**src/rtl/mfi_pkg.sv**
```systemverilog
// Shared widths and the record type carried from the retire stage to the MFI trace port.
package mfi_pkg;

  localparam int MFI_REG_W   = 4;
  localparam int MFI_ORDER_W = 32;

  typedef struct packed {
    logic [MFI_REG_W-1:0]   src1;
    logic [MFI_REG_W-1:0]   src2;
    logic [MFI_REG_W-1:0]   src3;
    logic [MFI_REG_W-1:0]   dest;
    logic [MFI_ORDER_W-1:0] order;
  } mfi_rec_t;

endpackage

```
**src/rtl/mfi_fifo_2w1r.sv**
```systemverilog
// Record FIFO with two lane-ordered write ports and one read port; owns count and pointers.
module mfi_fifo_2w1r
  import mfi_pkg::*;
#(
  parameter int DEPTH = 8
) (
  input  logic                       clock,
  input  logic                       reset,
  input  logic                       wr0_en_i,
  input  mfi_rec_t                   wr0_data_i,
  input  logic                       wr1_en_i,
  input  mfi_rec_t                   wr1_data_i,
  input  logic                       rd_en_i,
  output mfi_rec_t                   rd_data_o,
  output logic [$clog2(DEPTH):0]     count_o
);

  localparam int AW = $clog2(DEPTH);
  localparam int CW = AW + 1;

  mfi_rec_t        mem_q [DEPTH];
  logic [AW-1:0]   head_q, head_d;
  logic [AW-1:0]   tail_q, tail_d;
  logic [AW-1:0]   tail_p1;
  logic [CW-1:0]   count_q, count_d;

  // Writes are compacted: wr1 is only ever used together with wr0, so it lands one slot behind.
  assign tail_p1   = tail_q + AW'(1);
  assign rd_data_o = mem_q[head_q];
  assign count_o   = count_q;

  always_comb begin
    head_d  = head_q;
    tail_d  = tail_q;
    count_d = count_q + CW'(wr0_en_i) + CW'(wr1_en_i) - CW'(rd_en_i);
    if (rd_en_i) head_d = head_q + AW'(1);
    if (wr0_en_i) tail_d = tail_q + AW'(1) + AW'(wr1_en_i);
  end

  always_ff @(posedge clock) begin
    if (reset) begin
      head_q  <= '0;
      tail_q  <= '0;
      count_q <= '0;
    end else begin
      head_q  <= head_d;
      tail_q  <= tail_d;
      count_q <= count_d;
    end
  end

  always_ff @(posedge clock) begin
    if (wr0_en_i) mem_q[tail_q] <= wr0_data_i;
    if (wr0_en_i && wr1_en_i) mem_q[tail_p1] <= wr1_data_i;
  end

  a_count_bound: assert property (@(posedge clock) disable iff (reset) count_q <= CW'(DEPTH));
  a_lane_compact: assert property (@(posedge clock) disable iff (reset) wr1_en_i |-> wr0_en_i);

endmodule

```
**src/rtl/mfi_retire_serializer.sv**
```systemverilog
// Serializes up to two retirements per cycle into one program-ordered MFI record per cycle.
module mfi_retire_serializer
  import mfi_pkg::*;
#(
  parameter int DEPTH = 8
) (
  input  logic                   clock,
  input  logic                   reset,
  input  logic                   ret0_valid,
  input  logic [MFI_REG_W-1:0]   ret0_src1_addr,
  input  logic [MFI_REG_W-1:0]   ret0_src2_addr,
  input  logic [MFI_REG_W-1:0]   ret0_src3_addr,
  input  logic [MFI_REG_W-1:0]   ret0_dest_addr,
  input  logic                   ret1_valid,
  input  logic [MFI_REG_W-1:0]   ret1_src1_addr,
  input  logic [MFI_REG_W-1:0]   ret1_src2_addr,
  input  logic [MFI_REG_W-1:0]   ret1_src3_addr,
  input  logic [MFI_REG_W-1:0]   ret1_dest_addr,
  output logic                   ret_ready,
  output logic                   mfi_valid,
  output logic [MFI_ORDER_W-1:0] mfi_order,
  output logic [MFI_REG_W-1:0]   mfi_src1_addr,
  output logic [MFI_REG_W-1:0]   mfi_src2_addr,
  output logic [MFI_REG_W-1:0]   mfi_src3_addr,
  output logic [MFI_REG_W-1:0]   mfi_dest_addr
);

  localparam int CW      = $clog2(DEPTH) + 1;
  localparam int ORDER_W = MFI_ORDER_W;

  logic [ORDER_W-1:0] next_order_q, next_order_d;
  logic [CW-1:0]      count;
  logic               wr0, wr1, pop;
  mfi_rec_t           rec0, rec1, head;
  mfi_rec_t           out_q;
  logic               out_valid_q;

  // Handshake: ret_ready depends only on occupancy and guarantees two free slots; a lane
  // retires when retN_valid && ret_ready in the same cycle, otherwise its inputs are dropped.
  // The MFI side has no ready: a record is presented for exactly one cycle with mfi_valid.
  assign ret_ready = (count <= CW'(DEPTH - 2));
  assign pop       = (count != '0);

  always_comb begin
    wr0          = 1'b0;
    wr1          = 1'b0;
    rec0         = '0;
    rec1         = '0;
    next_order_d = next_order_q;
    if (ret_ready) begin
      if (ret0_valid) begin
        wr0        = 1'b1;
        rec0.src1  = ret0_src1_addr;
        rec0.src2  = ret0_src2_addr;
        rec0.src3  = ret0_src3_addr;
        rec0.dest  = ret0_dest_addr;
        rec0.order = next_order_q;
        if (ret1_valid) begin
          wr1        = 1'b1;
          rec1.src1  = ret1_src1_addr;
          rec1.src2  = ret1_src2_addr;
          rec1.src3  = ret1_src3_addr;
          rec1.dest  = ret1_dest_addr;
          rec1.order = next_order_q + ORDER_W'(1);
        end
      end else if (ret1_valid) begin
        // A lone lane-1 retirement is compacted onto write port 0.
        wr0        = 1'b1;
        rec0.src1  = ret1_src1_addr;
        rec0.src2  = ret1_src2_addr;
        rec0.src3  = ret1_src3_addr;
        rec0.dest  = ret1_dest_addr;
        rec0.order = next_order_q;
      end
      next_order_d = next_order_q + ORDER_W'(wr0) + ORDER_W'(wr1);
    end
  end

  mfi_fifo_2w1r #(.DEPTH(DEPTH)) u_fifo (
    .clock      (clock),
    .reset      (reset),
    .wr0_en_i   (wr0),
    .wr0_data_i (rec0),
    .wr1_en_i   (wr1),
    .wr1_data_i (rec1),
    .rd_en_i    (pop),
    .rd_data_o  (head),
    .count_o    (count)
  );

  always_ff @(posedge clock) begin
    if (reset) begin
      next_order_q <= '0;
      out_valid_q  <= 1'b0;
      out_q        <= '0;
    end else begin
      next_order_q <= next_order_d;
      out_valid_q  <= pop;
      out_q        <= pop ? head : '0;
    end
  end

  assign mfi_valid     = out_valid_q;
  assign mfi_order     = out_q.order;
  assign mfi_src1_addr = out_q.src1;
  assign mfi_src2_addr = out_q.src2;
  assign mfi_src3_addr = out_q.src3;
  assign mfi_dest_addr = out_q.dest;

  a_order_step: assert property (@(posedge clock) disable iff (reset)
    (out_valid_q && $past(out_valid_q)) |-> (out_q.order == $past(out_q.order) + ORDER_W'(1)));

endmodule

```
**config.mk**
```make
export PLATFORM = sky130hd
export DESIGN_NAME = mfi_retire_serializer
export DESIGN_NICKNAME = d
export VERILOG_FILES = /design/src/rtl/mfi_pkg.sv /design/src/rtl/mfi_fifo_2w1r.sv /design/src/rtl/mfi_retire_serializer.sv
export SDC_FILE = /design/constraint.sdc
export NUM_CORES = 1
export LEC_CHECK = 0
export CORE_MARGIN = 1
export CORE_UTILIZATION = 48
export CTS_CLUSTER_DIAMETER = 100
export CTS_CLUSTER_SIZE = 12
export DETAILED_ROUTE_END_ITERATION = 10
export PLACE_DENSITY = 0.72
export SETUP_SLACK_MARGIN = 0.02
export SYNTH_ARGS = -nofsm -noshare
export SYNTH_HDL_FRONTEND = slang
export SYNTH_SLANG_ARGS = --single-unit
```
**constraint.sdc**
```tcl
create_clock -name clock -period 22.5 [get_ports clock]
set_input_delay 3.375 -clock clock [delete_from_list [all_inputs] [get_ports clock]]
set_output_delay 3.375 -clock clock [all_outputs]
set_load 0.1 [all_outputs]
```
==> flow_metrics.py <==
metrics = {
    "global_route": {
        "grt_max_degree": 74,
        "grt_remaining_overflow": 0,
        "groute.usage.overall": 0.267,
        "antenna_found_initial": 0,
        "grt_pass1_vias": 17400,
        "grt_pass1_wl_microns": 102000,
    },
    "status": {
        "outcome": "complete, no violations",
    },
    "power": {
        "p_per_area_nw_per_um2": 119,
        "leakage_nw": 8.20,
        "vdd_drop_max_v": 0.0000690,
    },
    "clocking": {
        "path_clk_slew_ps": 70,
        "cts_hold_buf": 0,
        "clk_path_buf_depth": 3,
        "cts_tree": "built",
        "post_cts_buffers": 0,
        "post_cts_resized": 0,
        "numCtsBuffers": 45,
        "clock_latency_ps": 570,
        "cts_root_buffer": "clkbuf_16",
        "htreeDepth": 2,
        "cts_sinks": 475,
    },
    "yosys": {
        "syn_nets": 2184,
        "ys_async_sr_fraction": 0,
        "synth_ff_type": "edfxtp_1",
        "synth.distinct_cells": 60,
        "syn_avg_cell_area_sq_um": 11.2,
        "syn-instance-count": 2136,
        "ys_ff_latch": 475,
        "synth_warnings": 0,
        "synth_edf_count": 384,
        "seq_area_frac_synth": 0.560,
        "mappedNetlistArea_sq_um": 23900,
    },
    "sta": {
        "fin_crit_sh": 0.346,
        "rsz0062_at_grt": "no",
        "drv_slew": 0,
        "finalHoldViolations": 0,
        "worstMarginPinSlew_ps": 1380,
        "final-setup-viol-count": 0,
        "max_freq_mhz": 129,
        "slew_headroom": 0.0756,
        "skew_ps": 20.2,
        "setup_tns_ps": 0,
        "final.min_clock_period_ps": 7780,
    },
    "drt": {
        "ant_nets": 0,
        "via_per_inst": 6.48,
        "drc": 0,
        "wirelength_microns": 67000,
        "firstDrtPassIters": 8,
        "wl_per_cell_microns": 24.0,
        "drtIter0Drc": 2522,
        "vias": 18100,
    },
    "die": {
        "die_area_sq_um": 50600,
        "dieWidth_microns": 225,
        "die_h_microns": 225,
        "pin_count": 86,
        "rows": 81,
        "core_sq_um": 49000,
        "start_util": 0.487,
    },
    "worst_setup_path": {
        "end_kind": "flop",
        "r2r_slack_ps": 17490,
        "cp_data_arrival_time_ps": 7970,
        "rr_startpoint": "u_fifo.count_o[3]$_SDFF_PP0_",
        "cp.required_ps": 22700,
        "worstReg2RegEnd": "u_fifo.mem_q[4][35]$_DFFE_PP_",
        "crit_path_start_kind": "primary input",
        "cp_max_fo": 60,
        "path_class": "primary input to flop",
        "reg2reg_depth": 8,
    },
    "final_layout": {
        "syn2layout_area_growth_pct": 11.1,
        "fin_nets": 2134,
        "insertedDiodeCount": 0,
        "utilization": 0.541,
        "drive_gt1_frac": 0.112,
        "n_fill_cell": 4074,
        "finalNonFillerCells": 2787,
    },
    "worst_hold_path": {
        "worstHoldStart": "u_fifo.tail_q[1]$_SDFFE_PP0P_",
        "min_to": "u_fifo.tail_q[1]$_SDFFE_PP0P_",
        "min_path_cells": 2,
        "min_path_type": "flop to flop",
    },
    "placed_design": {
        "dp_cells": 2703,
        "hpwl_microns": 38500,
        "gp_congestion": 0.869,
        "io_buffer_count": 85,
    },
    "run": {
        "max-cap-violations": 0,
    },
}
## cell usage in the layout (no fill, tap or decap), drive strengths merged, types with 8 or more instances in the layout
cell           count
edfxtp           384
o21ai            330
nand2            278
nand3            131
nor2             127
mux4              96
a31oi             92
dfxtp             91
clkdlybuf4s50     85
clkbuf            82
a21oi             61
mux2i             57
buf               41
nand4             33
xnor2             32
o31ai             22
nor4              22
mux2              17
o22ai             16
xor2              13
nor3              11
or3                9
ha                 9
o211ai             8
inv                8
## worst max-delay path, cell delays in order
cell             delay, ps
clkdlybuf4s50_1        490
buf_4                  350
or2_2                  210
nand3_1                620
inv_4                  860
nand2_1                420
o31ai_4                950
buf_4                  640
## area by class of cell
class / count / area (sq um) / area share
flip-flops and latches: 475 / 13400 / 0.504
well taps: 664 / 831 / 0.0314
repair buffers: 126 / 1160 / 0.0437
multi-input cells: 1429 / 9790 / 0.369
clock inverters: 2 / 15.0 / 0.000567
inverters: 9 / 36.3 / 0.00137
clock buffers: 82 / 1310 / 0.0493
## through the flow
step | instance area, sq um | hold WS, ps | worst slack, ps | power (mW)
global route | 26500 | 664 | 14560 | 3.28
global placement | 25200 | 641 | 14320 | 2.43
finish | 26500 | 650 | 14720 | 3.16
floorplan | 23900 | 498 | 13100 | 2.11
CTS | 26500 | 643 | 14780 | 3.17
detailed placement | 25200 | 634 | 14190 | 2.46
## flip-flops by register name, summed over array words and instances (netlist names)
signal,count
mfi_order,32
u_fifo.mem_q,384
next_order_q,32
mfi_src2_addr,4
u_fifo.count_o,4
mfi_src3_addr,4
mfi_dest_addr,4
u_fifo.head_q,3
mfi_valid,1
u_fifo.tail_q,3
mfi_src1_addr,4
## cells by family after synthesis
family                   Yosys count  share of synthesized area
AND/OR/NAND/NOR                  662                      0.132
AO/OA/AOI/OAI                    540                      0.124
multiplexers                     170                      0.123
XOR/XNOR                          45                     0.0168
buffers and inverters            232                     0.0379
adder cells (fa/ha/maj)           12                    0.00724
flip-flops                       475                      0.560
## synth_stat cells (3+ instances only)
| library cell | instances | area (sq um) |
|---|---|---|
| dfxtp_1 | 91 | 1820 |
| xor2_1 | 13 | 114 |
| nor3_1 | 11 | 55.1 |
| or3_1 | 9 | 56.3 |
| o31ai_1 | 22 | 165 |
| inv_1 | 5 | 18.8 |
| xnor2_1 | 31 | 272 |
| and4_1 | 7 | 61.3 |
| nor4bb_1 | 3 | 30.0 |
| a21oi_1 | 61 | 305 |
| mux2i_1 | 57 | 571 |
| o311ai_1 | 3 | 26.3 |
| nor4_4 | 3 | 63.8 |
| o311ai_0 | 4 | 35.0 |
| o22ai_1 | 16 | 100 |
| o21ai_0 | 251 | 1260 |
| clkbuf_1 | 181 | 679 |
| o21ai_1 | 79 | 395 |
| nand2b_1 | 6 | 37.5 |
| mux4_2 | 96 | 2160 |
| nor4_1 | 10 | 62.6 |
| and3_1 | 6 | 37.5 |
| ha_1 | 9 | 113 |
| nand2_1 | 278 | 1040 |
| o211ai_1 | 8 | 60.1 |
| or4_1 | 7 | 52.6 |
| nor2_1 | 127 | 477 |
| mux2_2 | 16 | 180 |
| a31oi_1 | 92 | 576 |
| buf_1 | 15 | 56.3 |
| nand3_1 | 130 | 651 |
| nand4_1 | 32 | 200 |
| nor4_2 | 9 | 113 |
| edfxtp_1 | 384 | 11500 |
| buf_2 | 26 | 130 |
| fa_1 | 3 | 60.1 |
| clkinv_1 | 4 | 15.0 |
| nor2b_1 | 5 | 31.3 |
## per-layer routing
layer | track usage | wire (microns) | up-vias
li1 | - | - | 7948
met5 | 0 | 0 | -
met2 | 0.434 | 31500 | 1186
met1 | 0.351 | 25000 | 8677
met3 | 0.0433 | 7360 | 252
met4 | 0.124 | 3130 | 0
## report_power, final
group | internal (mW) | leakage, nW | switching [mW]
Sequential | 1.16 | 4.48 | 0.0791
Combinational | 0.373 | 3.10 | 0.835
Clock | 0.391 | 0.630 | 0.325
Total | 1.92 | 8.20 | 1.24
## worst max path at each step
stage | startpoint | to | depth (start not counted)
3_3_place_gp | ret0_valid | u_fifo.mem_q[4][12]$_DFFE_PP_ | 8
3_5_place_dp | ret0_valid | u_fifo.mem_q[4][44]$_DFFE_PP_ | 8
5_1_grt | ret0_valid | u_fifo.mem_q[4][39]$_DFFE_PP_ | 8
4_1_cts | ret0_valid | u_fifo.mem_q[4][35]$_DFFE_PP_ | 8
6_report | ret0_valid | u_fifo.mem_q[4][35]$_DFFE_PP_ | 8
2_1_floorplan | ret1_valid | u_fifo.mem_q[0][0]$_DFFE_PP_ | 4
Power figures use the tool's default switching activity.
